[config.mk]
export PLATFORM = sky130hd
export DESIGN_NAME = vip_avalon_st_video_encoder_flat
export DESIGN_NICKNAME = d
export VERILOG_FILES = /design/src/rtl/vip_avalon_st_video_encoder_if.sv /design/src/rtl/vip_avalon_st_video_encoder.sv /design/src/flat_wrapper.sv
export SDC_FILE = /design/constraint.sdc
export NUM_CORES = 1
export LEC_CHECK = 0
export CAP_MARGIN = 20
export CORE_ASPECT_RATIO = 2
export CORE_UTILIZATION = 41
export DETAILED_ROUTE_END_ITERATION = 7
export PLACE_DENSITY = 0.6
export RECOVER_POWER = 25
export SLEW_MARGIN = 20
export SYNTH_ARGS = -nofsm -noshare
export SYNTH_HDL_FRONTEND = slang
export SYNTH_SLANG_ARGS = --single-unit
[constraint.sdc]
create_clock -name clk -period 8.9 [get_ports clk]
set_input_delay 1.78 -clock clk [delete_from_list [all_inputs] [get_ports clk]]
set_output_delay 1.78 -clock clk [all_outputs]
set_load 0.05 [all_outputs]
[src/rtl/vip_avalon_st_video_encoder_if.sv]
// Avalon-ST Video encoder bundle: filter pixel input, control-packet request and framed output.
// master is the encoder's own view; slave is the view of the surrounding fabric.
interface vip_avalon_st_video_encoder_if #(
  parameter int BITS_PER_SYMBOL  = 8,
  parameter int SYMBOLS_PER_BEAT = 3
);
  localparam int DW = BITS_PER_SYMBOL * SYMBOLS_PER_BEAT;

  logic          din_ready;
  logic          din_valid;
  logic [DW-1:0] din_data;
  logic          encoder_end_of_video;
  logic [15:0]   encoder_width;
  logic [15:0]   encoder_height;
  logic [3:0]    encoder_interlaced;
  logic          encoder_vip_ctrl_send;
  logic          encoder_vip_ctrl_busy;
  logic          dout_ready;
  logic          dout_valid;
  logic [DW-1:0] dout_data;
  logic          dout_startofpacket;
  logic          dout_endofpacket;
  logic          frame_error;

  modport master (
    output din_ready, encoder_vip_ctrl_busy, dout_valid, dout_data,
           dout_startofpacket, dout_endofpacket, frame_error,
    input  din_valid, din_data, encoder_end_of_video, encoder_width,
           encoder_height, encoder_interlaced, encoder_vip_ctrl_send, dout_ready
  );

  modport slave (
    input  din_ready, encoder_vip_ctrl_busy, dout_valid, dout_data,
           dout_startofpacket, dout_endofpacket, frame_error,
    output din_valid, din_data, encoder_end_of_video, encoder_width,
           encoder_height, encoder_interlaced, encoder_vip_ctrl_send, dout_ready
  );
endinterface

[src/rtl/vip_avalon_st_video_encoder.sv]
// Avalon-ST Video transmit packetiser: frames control packets (type 0xF) and video
// packets (type 0x0) behind a single registered output beat with zero-bubble streaming.
module vip_avalon_st_video_encoder #(
  parameter int BITS_PER_SYMBOL  = 8,
  parameter int SYMBOLS_PER_BEAT = 3
) (
  input  logic                            clk,
  input  logic                            rst,
  vip_avalon_st_video_encoder_if.master   bus
);

  localparam int DW         = BITS_PER_SYMBOL * SYMBOLS_PER_BEAT;
  localparam int CTRL_BEATS = (9 + SYMBOLS_PER_BEAT - 1) / SYMBOLS_PER_BEAT;
  localparam logic [3:0] LAST_IDX = 4'(CTRL_BEATS - 1);

  typedef enum logic [2:0] {
    IDLE,
    CTRL_HDR,
    CTRL_DATA,
    VID_HDR,
    VID_DATA
  } state_t;

  state_t        state, state_nx;
  logic [15:0]   width_q, height_q;
  logic [3:0]    interlaced_q;
  logic          pending, busy;
  logic [3:0]    ctrl_idx, idx_nx;
  logic [31:0]   pix_cnt, cnt_next, exp_cnt;

  logic          vld_p0, sop_p0, eop_p0, ctrl_last_p0;
  logic [DW-1:0] data_p0;
  logic          frame_error_p1;

  logic          can_load, take_send, pix_acc, frame_last;
  logic          load, sop_nx, eop_nx, ctrl_last_nx, pending_clr, cnt_clr;
  logic [DW-1:0] beat_nx;

  function automatic logic [3:0] ctrl_nibble(input logic [15:0] w, input logic [15:0] h,
                                             input logic [3:0] il, input int n);
    case (n)
      0:       return w[15:12];
      1:       return w[11:8];
      2:       return w[7:4];
      3:       return w[3:0];
      4:       return h[15:12];
      5:       return h[11:8];
      6:       return h[7:4];
      7:       return h[3:0];
      8:       return il;
      default: return 4'h0;
    endcase
  endfunction

  // Nibbles past the ninth fall into the default branch, zeroing unused trailing symbols.
  function automatic logic [DW-1:0] ctrl_beat(input logic [3:0] idx, input logic [15:0] w,
                                              input logic [15:0] h, input logic [3:0] il);
    logic [DW-1:0] b;
    b = '0;
    for (int s = 0; s < SYMBOLS_PER_BEAT; s++) begin
      b[s*BITS_PER_SYMBOL +: 4] = ctrl_nibble(w, h, il, int'(idx) * SYMBOLS_PER_BEAT + s);
    end
    return b;
  endfunction

  function automatic logic [DW-1:0] header_beat(input logic [3:0] pkt_type);
    logic [DW-1:0] b;
    b      = '0;
    b[3:0] = pkt_type;
    return b;
  endfunction

  function automatic logic [31:0] sat_inc(input logic [31:0] v);
    return (v == 32'hFFFF_FFFF) ? v : v + 32'd1;
  endfunction

  assign can_load   = ~vld_p0 | bus.dout_ready;
  assign take_send  = bus.encoder_vip_ctrl_send & ~busy;
  assign bus.din_ready = (state == VID_DATA) & can_load;
  assign pix_acc    = bus.din_ready & bus.din_valid;
  assign frame_last = pix_acc & bus.encoder_end_of_video;
  assign cnt_next   = sat_inc(pix_cnt);
  assign exp_cnt    = {16'd0, width_q} * {16'd0, height_q};

  always_comb begin
    state_nx     = state;
    idx_nx       = ctrl_idx;
    load         = 1'b0;
    beat_nx      = '0;
    sop_nx       = 1'b0;
    eop_nx       = 1'b0;
    ctrl_last_nx = 1'b0;
    pending_clr  = 1'b0;
    cnt_clr      = 1'b0;
    case (state)
      IDLE: begin
        if (pending | take_send)  state_nx = CTRL_HDR;
        else if (bus.din_valid)   state_nx = VID_HDR;
      end
      CTRL_HDR: begin
        if (can_load) begin
          load     = 1'b1;
          beat_nx  = header_beat(4'hF);
          sop_nx   = 1'b1;
          idx_nx   = 4'd0;
          state_nx = CTRL_DATA;
        end
      end
      CTRL_DATA: begin
        if (can_load) begin
          load    = 1'b1;
          beat_nx = ctrl_beat(ctrl_idx, width_q, height_q, interlaced_q);
          if (ctrl_idx == LAST_IDX) begin
            eop_nx       = 1'b1;
            ctrl_last_nx = 1'b1;
            pending_clr  = 1'b1;
            state_nx     = IDLE;
          end else begin
            idx_nx = ctrl_idx + 4'd1;
          end
        end
      end
      VID_HDR: begin
        if (can_load) begin
          load     = 1'b1;
          beat_nx  = header_beat(4'h0);
          sop_nx   = 1'b1;
          cnt_clr  = 1'b1;
          state_nx = VID_DATA;
        end
      end
      VID_DATA: begin
        if (pix_acc) begin
          load    = 1'b1;
          beat_nx = bus.din_data;
          eop_nx  = bus.encoder_end_of_video;
          if (bus.encoder_end_of_video) state_nx = IDLE;
        end
      end
      default: state_nx = IDLE;
    endcase
  end

  always_ff @(posedge clk or negedge rst) begin
    if (!rst) begin
      state        <= IDLE;
      ctrl_idx     <= 4'd0;
      width_q      <= 16'd640;
      height_q     <= 16'd480;
      interlaced_q <= 4'd0;
      pending      <= 1'b0;
      busy         <= 1'b0;
      pix_cnt      <= 32'd0;
    end else begin
      state    <= state_nx;
      ctrl_idx <= idx_nx;
      if (take_send) begin
        width_q      <= bus.encoder_width;
        height_q     <= bus.encoder_height;
        interlaced_q <= bus.encoder_interlaced;
        pending      <= 1'b1;
        busy         <= 1'b1;
      end else begin
        if (pending_clr) pending <= 1'b0;
        // busy outlives pending until the control eop beat actually leaves the register
        if (vld_p0 & bus.dout_ready & ctrl_last_p0) busy <= 1'b0;
      end
      if (cnt_clr)      pix_cnt <= 32'd0;
      else if (pix_acc) pix_cnt <= cnt_next;
    end
  end

  // ---- stage p0: output beat register ----
  always_ff @(posedge clk or negedge rst) begin
    if (!rst) begin
      vld_p0       <= 1'b0;
      data_p0      <= '0;
      sop_p0       <= 1'b0;
      eop_p0       <= 1'b0;
      ctrl_last_p0 <= 1'b0;
    end else if (load) begin
      vld_p0       <= 1'b1;
      data_p0      <= beat_nx;
      sop_p0       <= sop_nx;
      eop_p0       <= eop_nx;
      ctrl_last_p0 <= ctrl_last_nx;
    end else if (bus.dout_ready) begin
      vld_p0       <= 1'b0;
      ctrl_last_p0 <= 1'b0;
    end
  end

  // ---- stage p1: end-of-frame count check ----
  always_ff @(posedge clk or negedge rst) begin
    if (!rst) frame_error_p1 <= 1'b0;
    else      frame_error_p1 <= frame_last & (cnt_next != exp_cnt);
  end

  assign bus.dout_valid            = vld_p0;
  assign bus.dout_data             = data_p0;
  assign bus.dout_startofpacket    = sop_p0;
  assign bus.dout_endofpacket      = eop_p0;
  assign bus.encoder_vip_ctrl_busy = busy;
  assign bus.frame_error           = frame_error_p1;

endmodule

[src/flat_wrapper.sv]
// flat-port wrapper written by rule: the top's interface ports become plain ports
module vip_avalon_st_video_encoder_flat 
#(
  parameter int BITS_PER_SYMBOL  = 8,
  parameter int SYMBOLS_PER_BEAT = 3
)
  (clk, rst, bus_din_ready, bus_encoder_vip_ctrl_busy, bus_dout_valid, bus_dout_data, bus_dout_startofpacket, bus_dout_endofpacket, bus_frame_error, bus_din_valid, bus_din_data, bus_encoder_end_of_video, bus_encoder_width, bus_encoder_height, bus_encoder_interlaced, bus_encoder_vip_ctrl_send, bus_dout_ready);
  vip_avalon_st_video_encoder_if #(.BITS_PER_SYMBOL(BITS_PER_SYMBOL), .SYMBOLS_PER_BEAT(SYMBOLS_PER_BEAT)) bus_i ();
  input  logic clk;
  input  logic rst;
  output wire logic [$bits(bus_i.din_ready)-1:0] bus_din_ready;
  output wire logic [$bits(bus_i.encoder_vip_ctrl_busy)-1:0] bus_encoder_vip_ctrl_busy;
  output wire logic [$bits(bus_i.dout_valid)-1:0] bus_dout_valid;
  output wire logic [$bits(bus_i.dout_data)-1:0] bus_dout_data;
  output wire logic [$bits(bus_i.dout_startofpacket)-1:0] bus_dout_startofpacket;
  output wire logic [$bits(bus_i.dout_endofpacket)-1:0] bus_dout_endofpacket;
  output wire logic [$bits(bus_i.frame_error)-1:0] bus_frame_error;
  input wire logic [$bits(bus_i.din_valid)-1:0] bus_din_valid;
  input wire logic [$bits(bus_i.din_data)-1:0] bus_din_data;
  input wire logic [$bits(bus_i.encoder_end_of_video)-1:0] bus_encoder_end_of_video;
  input wire logic [$bits(bus_i.encoder_width)-1:0] bus_encoder_width;
  input wire logic [$bits(bus_i.encoder_height)-1:0] bus_encoder_height;
  input wire logic [$bits(bus_i.encoder_interlaced)-1:0] bus_encoder_interlaced;
  input wire logic [$bits(bus_i.encoder_vip_ctrl_send)-1:0] bus_encoder_vip_ctrl_send;
  input wire logic [$bits(bus_i.dout_ready)-1:0] bus_dout_ready;
  assign bus_din_ready = bus_i.din_ready;
  assign bus_encoder_vip_ctrl_busy = bus_i.encoder_vip_ctrl_busy;
  assign bus_dout_valid = bus_i.dout_valid;
  assign bus_dout_data = bus_i.dout_data;
  assign bus_dout_startofpacket = bus_i.dout_startofpacket;
  assign bus_dout_endofpacket = bus_i.dout_endofpacket;
  assign bus_frame_error = bus_i.frame_error;
  assign bus_i.din_valid = bus_din_valid;
  assign bus_i.din_data = bus_din_data;
  assign bus_i.encoder_end_of_video = bus_encoder_end_of_video;
  assign bus_i.encoder_width = bus_encoder_width;
  assign bus_i.encoder_height = bus_encoder_height;
  assign bus_i.encoder_interlaced = bus_encoder_interlaced;
  assign bus_i.encoder_vip_ctrl_send = bus_encoder_vip_ctrl_send;
  assign bus_i.dout_ready = bus_dout_ready;
  vip_avalon_st_video_encoder #(.BITS_PER_SYMBOL(BITS_PER_SYMBOL), .SYMBOLS_PER_BEAT(SYMBOLS_PER_BEAT)) u_core (.clk(clk), .rst(rst), .bus(bus_i));
endmodule
# ---- After elaboration in Yosys (flattened, before gate mapping)
# Cells that the tools add are included.
dict set report totals {
  register_bits 106
  latch_bits 0
  ramBits 0
  rom_bits 0
  in_bits 66
  out_inout_bits 30
  elab_cells 123
  mem_count 0
}
dict set report op_classes {
  add_sub_neg 4
  n_mul 2
  div 0
  magnitude_cmp 0
  n_eq_ne 39
  n_shift 0
  muxes 40
  bitwise_logic 11
  n_reduce_logical 13
}
# cell n
set ops {}
lappend ops {{$eq A32 B3 Y1 const B} 12}
lappend ops {{$eq A32 B2 Y1 const B} 6}
lappend ops {{$pmux W4 S9} 3}
lappend ops {{$eq A32 B1 Y1 const B} 3}
lappend ops {{$eq A32 B4 Y1 const B} 3}
lappend ops {{$logic_not A32 Y1} 3}
lappend ops {{$mux W32} 3}
lappend ops {{$pmux W24 S3} 1}
lappend ops {{$add A32 B1 Y32 const B} 1}
lappend ops {{$add A32 B2 Y32 const B} 1}
lappend ops {{$add A32 B3 Y32 const B} 1}
lappend ops {{$eq A32 B32 Y1 const B} 1}
lappend ops {{$mul A16 B16 Y32} 1}
lappend ops {{$ne A32 B32 Y1} 1}
lappend ops {{$mux W24} 1}
lappend ops {{$mux W3} 8}
lappend ops {{$mux W20} 1}
lappend ops {{$mux W4} 4}
lappend ops {{$mux W1} 15}
lappend ops {{$pmux W3 S5} 1}
lappend ops {{$ne A2 B1 Y1 const B} 5}
lappend ops {{$reduce_bool A2 Y1} 5}
lappend ops {{$pmux W4 S2} 1}
lappend ops {{$and A1 B1 Y1} 7}
lappend ops {{other kinds (16)} 21}

# ---- Logic depth before layout (Yosys ltp)
# Gate-level depths: netlist (run 1).
dict set report depth {
  word_depth 7
  mapped_depth 25
  mapped_depth_nobuf 23
}

# ---- Worst setup path before layout (run 1)
# Ideal clock, no wire load.
dict set report synth_timing {
  path_type {register to register}
  from {register u_core.height_q[5]}
  to {register u_core.frame_error_p1 (netlist: u_core.bus.frame_error)}
  setup_time_ns 0.125
  t_arrival_ns 6.696
  required_ns 8.775
  slack_ns 2.079
  stages_incl_launch_ff 25
  path_buffers 3
  synth_period_minus_slack_ns 6.821
  cell_sequence {dfstp_2 -> clkbuf_1 -> clkbuf_1 -> nand2_1 -> fa_1 -> inv_1 -> fa_1 -> inv_1 -> fa_1 -> fa_1 -> fa_1 -> fa_1 -> inv_1 -> ha_1 -> clkbuf_1 -> a21o_1 -> a21o_1 -> o2bb2ai_1 -> a311oi_1 -> a21oi_1 -> or3_2 -> a2111oi_2 -> nand4_1 -> nor4_1 -> nor2_1}
}
dict set report synth_via {
  elab_chain_len 3
}
# item line_no
set synth_rtl {}
lappend synth_rtl {{start, declared} vip_avalon_st_video_encoder.sv:25} ;# logic [15:0] width_q, height_q;
lappend synth_rtl {{start signal, assigned} vip_avalon_st_video_encoder.sv:159} ;# height_q <= bus.encoder_height;
lappend synth_rtl {{$mul A16 B16 Y32} vip_avalon_st_video_encoder.sv:83} ;# assign exp_cnt = {16'd0, width_q} * {16'd0, height_q};
lappend synth_rtl {{$ne A32 B32 Y1} vip_avalon_st_video_encoder.sv:196} ;# else frame_error_p1 <= frame_last & (cnt_next != exp_cnt);
lappend synth_rtl {{$and A1 B1 Y1} vip_avalon_st_video_encoder.sv:196}
lappend synth_rtl {{end signal, assigned} vip_avalon_st_video_encoder.sv:196}
lappend synth_rtl {{end, declared} vip_avalon_st_video_encoder.sv:33} ;# logic frame_error_p1;
# Every way passes these cells.
# A chain may end at the register's enable or synchronous reset.

# ---- Final worst setup path (run 1)
dict set report layout_timing {
  from {register u_core.height_q[4]}
  to {register u_core.frame_error_p1 (netlist: u_core.bus.frame_error)}
}
# The elaborated chain is that of the path after synthesis.

==> flow_metrics.env, run 1 <==
export IMPL_grtUsageTotal_pct=26.2
export IMPL_ys_seq_elements=106
export IMPL_drtIter0Drc=930
export IMPL_crit_arrival_ps=7830
export IMPL_wl_mm=46.9
export IMPL_fin_ws_ps=1320
export IMPL_wl_per_cell_um=22.0
export IMPL_rrSetupSlack_ps=1320
export IMPL_synth_warnings=0
export IMPL_crit_start="u_core.height_q[4]$_DFFE_PN0P_"
export IMPL_clk_pin_slew_ps=80
export IMPL_synthSimpleGateAreaFrac_pct=17.2
export IMPL_hp_class="reg2reg"
export IMPL_antenna_cells=0
export IMPL_cts_root_buf="clkbuf_16"
export IMPL_row_count=98
export IMPL_drv_slew=150
export IMPL_cts_max_path_buffers=2
export IMPL_critPathCaptureType="flip-flop"
export IMPL_min_period_over_period_pct=85.1
export IMPL_layout_min_cycle_time_ps=7580
export IMPL_async_flop_share_pct=100
export IMPL_max_freq_mhz=132
export IMPL_post_cts_repair_setup_buffers=0
export IMPL_ios=96
export IMPL_grt_pass1_wl_mm=73.9
export IMPL_layout_common_cells="nand2_1, fa_1, inv_1"
export IMPL_dieWidth_um=137
export IMPL_maxCapViolCount=3
export IMPL_dpl_hpwl_mm=36.6
export IMPL_synth_main_ff_cell="dfrtp_1"
export IMPL_cts_sinks=106
export IMPL_synthXorXnorAreaFrac_pct=5.14
export IMPL_overflow=0
export IMPL_cts_resized_gates=0
export IMPL_r2r_start="u_core.height_q[4]$_DFFE_PN0P_"
export IMPL_synthMuxAreaShare_pct=3.50
export IMPL_synth_compound_area_share_pct=13.1
export IMPL_critPathKind="reg2reg"
export IMPL_tns_ps=0
export IMPL_drc=4
export IMPL_violations="design-rule violations, max-capacitance violations, max-slew violations"
export IMPL_synth_enable_flop_cells=0
export IMPL_first_pass_iters=8
export IMPL_synth_fa_ha_area_share_pct=35.8
export IMPL_vias_per_cell=5.81
export IMPL_syn_avg_cell_area_sq_um=8.97
export IMPL_synth_top_family_by_area="adder cells"
export IMPL_vias=12400
export IMPL_gp_congestion=0.932
export IMPL_synth_seq_area_share_pct=17.7
export IMPL_grt_start_max_net_pins=59
export IMPL_rsz0062_at_grt="false"
export IMPL_first_global_vias=13100
export IMPL_cts_hold_buf=0
export IMPL_cts_tree="yes"
export IMPL_crit_end="u_core.bus.frame_error$_DFF_PN0_"
export IMPL_setup_violations=0
export IMPL_cts_buffers=9
export IMPL_final_common_cell="nand2_1"
export IMPL_synthCells=1678
export IMPL_rr_endpoint="u_core.bus.frame_error$_DFF_PN0_"
export IMPL_synth_area_sq_um=15000
export IMPL_pre_cts_ws_ps=1450
export IMPL_worstMarginPinSlew_ps=3110
export IMPL_drive_gt1_share_pct=5.28
export IMPL_die_area_sq_um=37500
export IMPL_hold_depth=2
export IMPL_core_region_area_sq_um=35900
export IMPL_outcome="complete, but fails checks"
export IMPL_htree_levels=3
export IMPL_ant_nets=0
export IMPL_nets=2061
export IMPL_hold_viol_final=0
export IMPL_die_y_um=273
export IMPL_synth_distinct_cells=77
export IMPL_syn_num_nets=2057
export IMPL_antenna_found_initial=0
export IMPL_portBuffers=95
export IMPL_crit_path_start_kind="flip-flop"
export IMPL_clock_latency_ps=380
export IMPL_start_util_pct=41.9
export IMPL_reg2reg_depth=21
export IMPL_cp_data_required_time_ps=9160
export IMPL_holdWs_ps=485
export IMPL_critPathMaxFanout=20
export IMPL_skew_ps=11.6
export IMPL_syn_to_final_growth_pct=9.94
export IMPL_max_slew_margin_pct=-107
-- state kept, by name (all words and copies together), names as in the netlist --
name / count
u_core.pix_cnt: 32
u_core.bus.dout_data: 24
u_core.height_q: 16
u_core.width_q: 16
u_core.ctrl_idx: 4
u_core.interlaced_q: 4
u_core.state: 3
u_core.bus.dout_endofpacket: 1
u_core.bus.dout_startofpacket: 1
u_core.bus.dout_valid: 1
u_core.bus.encoder_vip_ctrl_busy: 1
u_core.bus.frame_error: 1
u_core.ctrl_last_p0: 1
u_core.pending: 1
-- worst max-delay path, stage by stage (launching register included) --
cell	delay, ps
dfrtp_1	1000
nand2_1	180
fa_1	580
inv_1	50
fa_1	470
inv_1	80
fa_1	500
fa_1	570
fa_1	430
fa_1	520
inv_1	50
ha_1	390
a21o_1	240
a21o_1	230
o2bb2ai_1	130
a311oi_1	410
a21oi_1	150
or3_2	490
a2111oi_2	360
nand4_1	150
nor4_1	370
nor2_1	70
-- how the worst min path moves through the flow --
| stage | from | end | slack (ps) |
|---|---|---|---|
| after floorplan | u_core.pending$_DFFE_PN0P_ | u_core.pending$_DFFE_PN0P_ | 470 |
| after global placement | u_core.bus.dout_startofpacket$_DFFE_PN0P_ | u_core.bus.dout_startofpacket$_DFFE_PN0P_ | 470 |
| after detailed placement | u_core.bus.dout_startofpacket$_DFFE_PN0P_ | u_core.bus.dout_startofpacket$_DFFE_PN0P_ | 470 |
| after CTS | u_core.bus.dout_startofpacket$_DFFE_PN0P_ | u_core.bus.dout_startofpacket$_DFFE_PN0P_ | 490 |
| after global routing | u_core.bus.dout_data[18]$_DFFE_PN0P_ | u_core.bus.dout_data[18]$_DFFE_PN0P_ | 520 |
| final | u_core.bus.dout_startofpacket$_DFFE_PN0P_ | u_core.bus.dout_startofpacket$_DFFE_PN0P_ | 480 |
-- metal layers --
layer  track usage [%]  share of wire, %  up-vias
met5                 0                 0        -
met2              48.8                56      417
met1              28.1                35     6292
li1                  -                 -     5573
met3              2.63               3.6      132
met4              14.7               5.5        0
-- cells in the mapped netlist, types with 22 or more instances --
library cell / count / area share [%]
a21oi_1: 58 / 1.9
a22o_1: 26 / 1.5
a22oi_1: 22 / 1.1
and2_1: 95 / 3.9
clkbuf_1: 106 / 2.6
dfrtp_1: 100 / 17
fa_1: 195 / 26
ha_1: 118 / 9.8
inv_1: 189 / 4.7
mux2_2: 37 / 2.8
nand2_1: 255 / 6.4
nand3_1: 27 / 0.90
nand4_1: 22 / 0.91
nor2_1: 62 / 1.5
o21ai_0: 62 / 2.1
xnor2_1: 65 / 3.8
-- area by class of cell --
class                      count  area [sq um]
clock buffer                  10           239
clock inverter                 6          81.3
fill                        3519         19400
inverter                     189           709
multi-input combinational   1267         11200
sequential                   106          2660
tap                          450           563
timing repair buffer         109          1040
-- through the flow --
step           utilization (%)  cells  area, sq um
2_1_floorplan                -   1678        15000
3_3_place_gp              45.2   2121        16200
3_5_place_dp              45.2   2121        16200
4_1_cts                   46.1   2137        16600
5_1_grt                   46.1   2137        16500
6_report                  46.1   2137        16500
-- kinds of logic (layout without fill, tap and decap cells) --
group,Yosys count,in the layout
flip-flops,106,106
buffers and inverters,305,314
adder cells (fa/ha/maj),313,313
AND/OR/NAND/NOR,534,534
multiplexers,48,48
AO/OA/AOI/OAI,287,287
XOR/XNOR,85,85
Power of run 1 is not shown: default switching activity piles up to over one toggle a cycle in this logic, so the estimate is an artifact.
==> run 2, diff against run 1 <==
GPL_TIMING_DRIVEN = 0   (was not set)
==> run 2 against run 1 <==
- the run ends with max-capacitance violations, max-slew violations left
- first-iteration DRC count rose by 13%
- highest routed layer unchanged
- register-to-register slack got worse by 1000 ps
- non-clock buffer count rose by 102
- clock skew rose by 7.9 ps
- sequential share of layout area fell by 0.30 points
- clock-buffer cell count did not move
- maximum frequency fell by 12%
- largest cell class unchanged
- core utilization rose by 0.87 points
- critical path type unchanged
==> flow_metrics.env, run 2 (same netlist as run 1, synthesis figures left out) <==
export IMPL_start_util_pct=41.9
export IMPL_nets=2163
export IMPL_antenna_cells=0
export IMPL_min_period_over_period_pct=96.5
export IMPL_clk_pin_slew_ps=90
export IMPL_rsz0062_at_grt="false"
export IMPL_row_count=98
export IMPL_drv_slew=109
export IMPL_tns_ps=0
export IMPL_crit_start="u_core.width_q[7]$_DFFE_PN1P_"
export IMPL_hp_class="reg2reg"
export IMPL_dpl_hpwl_mm=41.1
export IMPL_cts_hold_buf=0
export IMPL_drc=0
export IMPL_critPathMaxFanout=10
export IMPL_grt_pass1_wl_mm=78.5
export IMPL_die_y_um=273
export IMPL_cts_sinks=106
export IMPL_reg2reg_depth=20
export IMPL_cts_root_buf="clkbuf_16"
export IMPL_cp_data_required_time_ps=9150
export IMPL_max_freq_mhz=116
export IMPL_rr_endpoint="u_core.bus.frame_error$_DFF_PN0_"
export IMPL_grt_start_max_net_pins=79
export IMPL_crit_path_start_kind="flip-flop"
export IMPL_gp_congestion=0.937
export IMPL_crit_end="u_core.bus.frame_error$_DFF_PN0_"
export IMPL_wl_mm=51.2
export IMPL_portBuffers=95
export IMPL_critPathCaptureType="flip-flop"
export IMPL_violations="max-capacitance violations, max-slew violations"
export IMPL_largest_register_ffs=32
export IMPL_r2r_start="u_core.width_q[7]$_DFFE_PN1P_"
export IMPL_skew_ps=19.5
export IMPL_final_common_cell="nand2_1"
export IMPL_drive_gt1_share_pct=4.81
export IMPL_maxCapViolCount=2
export IMPL_outcome="complete, but fails checks"
export IMPL_clock_latency_ps=390
export IMPL_vias_per_cell=5.86
export IMPL_rrSetupSlack_ps=310
export IMPL_antenna_found_initial=0
export IMPL_largest_register="u_core.pix_cnt"
export IMPL_layout_common_cells="nand2_1, fa_1, inv_1"
export IMPL_grtUsageTotal_pct=28.5
export IMPL_cts_buffers=9
export IMPL_max_slew_margin_pct=-193
export IMPL_critPathKind="reg2reg"
export IMPL_dieWidth_um=137
export IMPL_overflow=0
export IMPL_first_pass_iters=6
export IMPL_setup_violations=0
export IMPL_worstMarginPinSlew_ps=4390
export IMPL_drtIter0Drc=1048
export IMPL_ios=96
export IMPL_cts_max_path_buffers=2
export IMPL_core_region_area_sq_um=35900
export IMPL_layout_min_cycle_time_ps=8590
export IMPL_crit_arrival_ps=8840
export IMPL_hold_viol_final=0
export IMPL_vias=13100
export IMPL_wl_per_cell_um=22.9
export IMPL_syn_to_final_growth_pct=12.0
export IMPL_first_global_vias=13700
export IMPL_ant_nets=0
export IMPL_die_area_sq_um=37500
export IMPL_htree_levels=3
export IMPL_cts_tree="yes"
-- run 2: repair_timing --
item / CTS / global route
setup buffers: 0 / 0
setup endpoints to repair: 0 / 1
gates resized for setup: 0 / 9
-- run 2: cell type report --
cell class / count / area, sq um
plain buffers: 115 / 445
clock buffers: 10 / 229
clock inverters: 6 / 62.6
fillers: 3550 / 19100
inverters: 189 / 709
multi-input cells: 1267 / 11200
flip-flops and latches: 106 / 2660
well taps: 450 / 563
repair buffers: 96 / 948
-- run 2: worst min-delay path by stage --
stage	from	endpoint	slack, ps	cells past startpoint
global placement	u_core.bus.dout_startofpacket$_DFFE_PN0P_	u_core.bus.dout_startofpacket$_DFFE_PN0P_	470	2
detailed placement	u_core.bus.dout_data[6]$_DFFE_PN0P_	u_core.bus.dout_data[6]$_DFFE_PN0P_	480	1
CTS	u_core.bus.dout_data[16]$_DFFE_PN0P_	u_core.bus.dout_data[16]$_DFFE_PN0P_	500	2
floorplan	u_core.pending$_DFFE_PN0P_	u_core.pending$_DFFE_PN0P_	470	1
finish	u_core.bus.dout_endofpacket$_DFFE_PN0P_	u_core.bus.dout_endofpacket$_DFFE_PN0P_	500	2
global route	u_core.bus.dout_data[22]$_DFFE_PN0P_	u_core.bus.dout_data[22]$_DFFE_PN0P_	530	1
-- run 2: stage by stage --
stage / setup slack, ps / cell area, sq um / hold WS, ps / cells / utilization [%]
after floorplan: 2080 / 15000 / 475 / 1678 / -
after global placement: 176 / 16600 / 472 / 2223 / 46.1
after detailed placement: 137 / 16600 / 480 / 2224 / 46.2
after CTS: 86.0 / 16900 / 503 / 2240 / 47.0
after global routing: 27.8 / 16900 / 530 / 2239 / 46.9
final: 307 / 16900 / 503 / 2239 / 46.9
-- run 2: layer usage --
| metal | GRT usage [%] | up-vias | wire (um) |
|---|---|---|---|
| met5 | 0 | - | 0 |
| met3 | 4.03 | 192 | 2300 |
| met2 | 51.3 | 518 | 27600 |
| met4 | 20.0 | 0 | 3760 |
| met1 | 29.5 | 6605 | 17500 |
| li1 | - | 5800 | - |
-- run 2: critical path, stage by stage, from the launching register on --
cell       delay [ps]
dfstp_2           550
clkbuf_1          560
buf_1             610
nand2_1           170
fa_1              580
fa_1              450
fa_1              500
fa_1              600
fa_1              460
fa_1              510
inv_1              50
ha_1              390
nand4_1           260
or2_2             370
o31ai_1           540
a221oi_1          240
o21ai_1           560
a2bb2oi_1         280
nand4_1           140
nor4_2            540
nor2_1             90
Power of run 2 is left out for the same reason.
==> run 3, diff against run 2 <==
CELL_PAD_IN_SITES_DETAIL_PLACEMENT = 1   (was not set)
CELL_PAD_IN_SITES_GLOBAL_PLACEMENT = 2   (was not set)
CORE_UTILIZATION = 35   (was 41)
PLACE_DENSITY = 0.8   (was 0.6)
clock period = 7.6 ns   (was 8.9 ns; I/O delays follow)
==> run 3 against run 2 <==
- the run ends with design-rule violations, max-capacitance violations, max-slew violations left
- critical path depth is the same
- routed wire length grew 8.8%
- clock-buffer cell count is the same
- global-route usage shrank 1.7 points
- final cell count grew 2.8%
- sequential share of layout area grew 0.097 points
- hold slack lost 12 ps
- highest routed layer unchanged
==> flow_metrics.env, run 3 (same netlist as run 1, synthesis figures left out) <==
export IMPL_vias_per_cell=5.56
export IMPL_hold_depth=2
export IMPL_ios=96
export IMPL_worstPathCellList="clkbuf_4 -> nand2_1 -> fa_1 -> fa_1 -> fa_1 -> fa_1 -> fa_1 -> fa_1 -> inv_1 -> ha_1 -> a21oi_1 -> o21a_1 -> o2bb2ai_1 -> a311oi_2 -> a21oi_1 -> or3_2 -> a2111oi_2 -> nand4_1 -> nor4_4 -> nor2_1"
export IMPL_critPathKind="reg2reg"
export IMPL_cts_max_path_buffers=2
export IMPL_syn_to_final_growth_pct=13.3
export IMPL_die_y_um=295
export IMPL_largest_register_ffs=32
export IMPL_slowest_stage="dfstp_2"
export IMPL_ant_nets=0
export IMPL_skew_ps=11.5
export IMPL_dpl_hpwl_mm=46.1
export IMPL_critPathMaxFanout=11
export IMPL_portBuffers=95
export IMPL_start_util_pct=35.5
export IMPL_setup_violations=0
export IMPL_antenna_cells=0
export IMPL_cts_sinks=106
export IMPL_fillCellCount=4932
export IMPL_max_freq_mhz=134
export IMPL_cts_tree="yes"
export IMPL_wl_per_cell_um=24.2
export IMPL_min_period_over_period_pct=98.0
export IMPL_drc=2
export IMPL_wl_mm=55.7
export IMPL_outcome="complete, but fails checks"
export IMPL_maxCapViolCount=1
export IMPL_clk_pin_slew_ps=80
export IMPL_gp_congestion=0.913
export IMPL_grtUsageTotal_pct=26.7
export IMPL_dieWidth_um=149
export IMPL_drv_slew=40
export IMPL_clock_latency_ps=390
export IMPL_tns_ps=0
export IMPL_regArea_sq_um=2710
export IMPL_die_area_sq_um=43900
export IMPL_layout_min_cycle_time_ps=7450
export IMPL_multiInputGateArea_sq_um=11300
export IMPL_htree_levels=3
export IMPL_crit_path_start_kind="flip-flop"
export IMPL_overflow=0
export IMPL_reg2reg_depth=20
export IMPL_crit_arrival_ps=7710
export IMPL_hp_class="reg2reg"
export IMPL_cp_data_required_time_ps=7870
export IMPL_final_common_cell="nand2_1"
export IMPL_cts_buffers=9
export IMPL_first_pass_iters=7
export IMPL_worstMarginPinSlew_ps=2460
export IMPL_largest_register="u_core.pix_cnt"
export IMPL_violations="design-rule violations, max-capacitance violations, max-slew violations"
export IMPL_hold_viol_final=0
export IMPL_vias=12800
export IMPL_drive_gt1_share_pct=8.08
export IMPL_cts_root_buf="clkbuf_16"
export IMPL_timing_critical_path_mode_cell="fa_1"
export IMPL_drtIter0Drc=592
export IMPL_nets=2131
export IMPL_grt_start_max_net_pins=68
export IMPL_layout_common_cells="nand2_1, fa_1, inv_1"
export IMPL_critPathCaptureType="flip-flop"
export IMPL_max_slew_margin_pct=-64.3
export IMPL_antenna_found_initial=0
export IMPL_row_count=107
export IMPL_first_global_vias=14600
export IMPL_grt_pass1_wl_mm=86.7
export IMPL_core_region_area_sq_um=42400
export IMPL_critical_path_max_stage_delay_ps=750
[run 3: layer usage]
metal	vias up	track usage, %	share of wire, %
li1	5730	-	-
met1	6589	25.8	34
met2	314	51.6	56
met3	171	3.15	3.0
met4	0	18.5	7.7
met5	-	0	0
[run 3: critical path: cells and delay by family (launching register included)]
family	cells	cell delay, ps
and+or+nand+nor	5	1290
buffers and inverters	2	360
DFF	1	750
AOI/OAI and AO/OA	6	1370
adders and majority gates	7	3540
[run 3: what timing repair did]
action / 4_1_cts / 5_1_grt
gates resized for setup: 64 / 16
pin swaps: 2 / 3
buffers inserted: 3 / 1
hold buffers: 0 / 0
endpoints found under the setup margin: 1 / 1
[run 3: final cells by class]
| cell class | instances | share of cell area [%] |
|---|---|---|
| multi-input combinational | 1267 | 66.3 |
| tap | 545 | 4.00 |
| inverter | 189 | 4.16 |
| sequential | 106 | 15.9 |
| buffer | 79 | 2.07 |
| clock inverter | 6 | 0.367 |
| timing repair buffer | 100 | 5.88 |
| clock buffer | 10 | 1.34 |
[run 3: path summary, 6_finish.rpt]
check | from | end | slack, ps
max | u_core.height_q[7]$_DFFE_PN1P_ | u_core.bus.frame_error$_DFF_PN0_ | 150
min | u_core.bus.dout_startofpacket$_DFFE_PN0P_ | u_core.bus.dout_startofpacket$_DFFE_PN0P_ | 490
max reg2reg | u_core.height_q[7]$_DFFE_PN1P_ | u_core.bus.frame_error$_DFF_PN0_ | 150
min reg2reg | u_core.bus.dout_startofpacket$_DFFE_PN0P_ | u_core.bus.dout_startofpacket$_DFFE_PN0P_ | 490
max in group asynchronous | rst | u_core.width_q[8]$_DFFE_PN0P_ | 3980
min in group asynchronous | rst | u_core.width_q[10]$_DFFE_PN0P_ | 1870
[run 3: stage by stage]
stage / utilization, % / hold WS, ps / setup WS, ps / cell area, sq um / cells
6_report: 40.2 / 491 / 154 / 17100 / 2302
5_1_grt: 40.2 / 527 / -13.0 / 17100 / 2302
4_1_cts: 40.1 / 503 / 3.04 / 17000 / 2306
3_5_place_dp: 39.4 / 480 / -1490 / 16700 / 2319
3_3_place_gp: 39.3 / 461 / -1500 / 16700 / 2318
2_1_floorplan: - / 475 / 779 / 15000 / 1678
Power of run 3 is left out for the same reason.
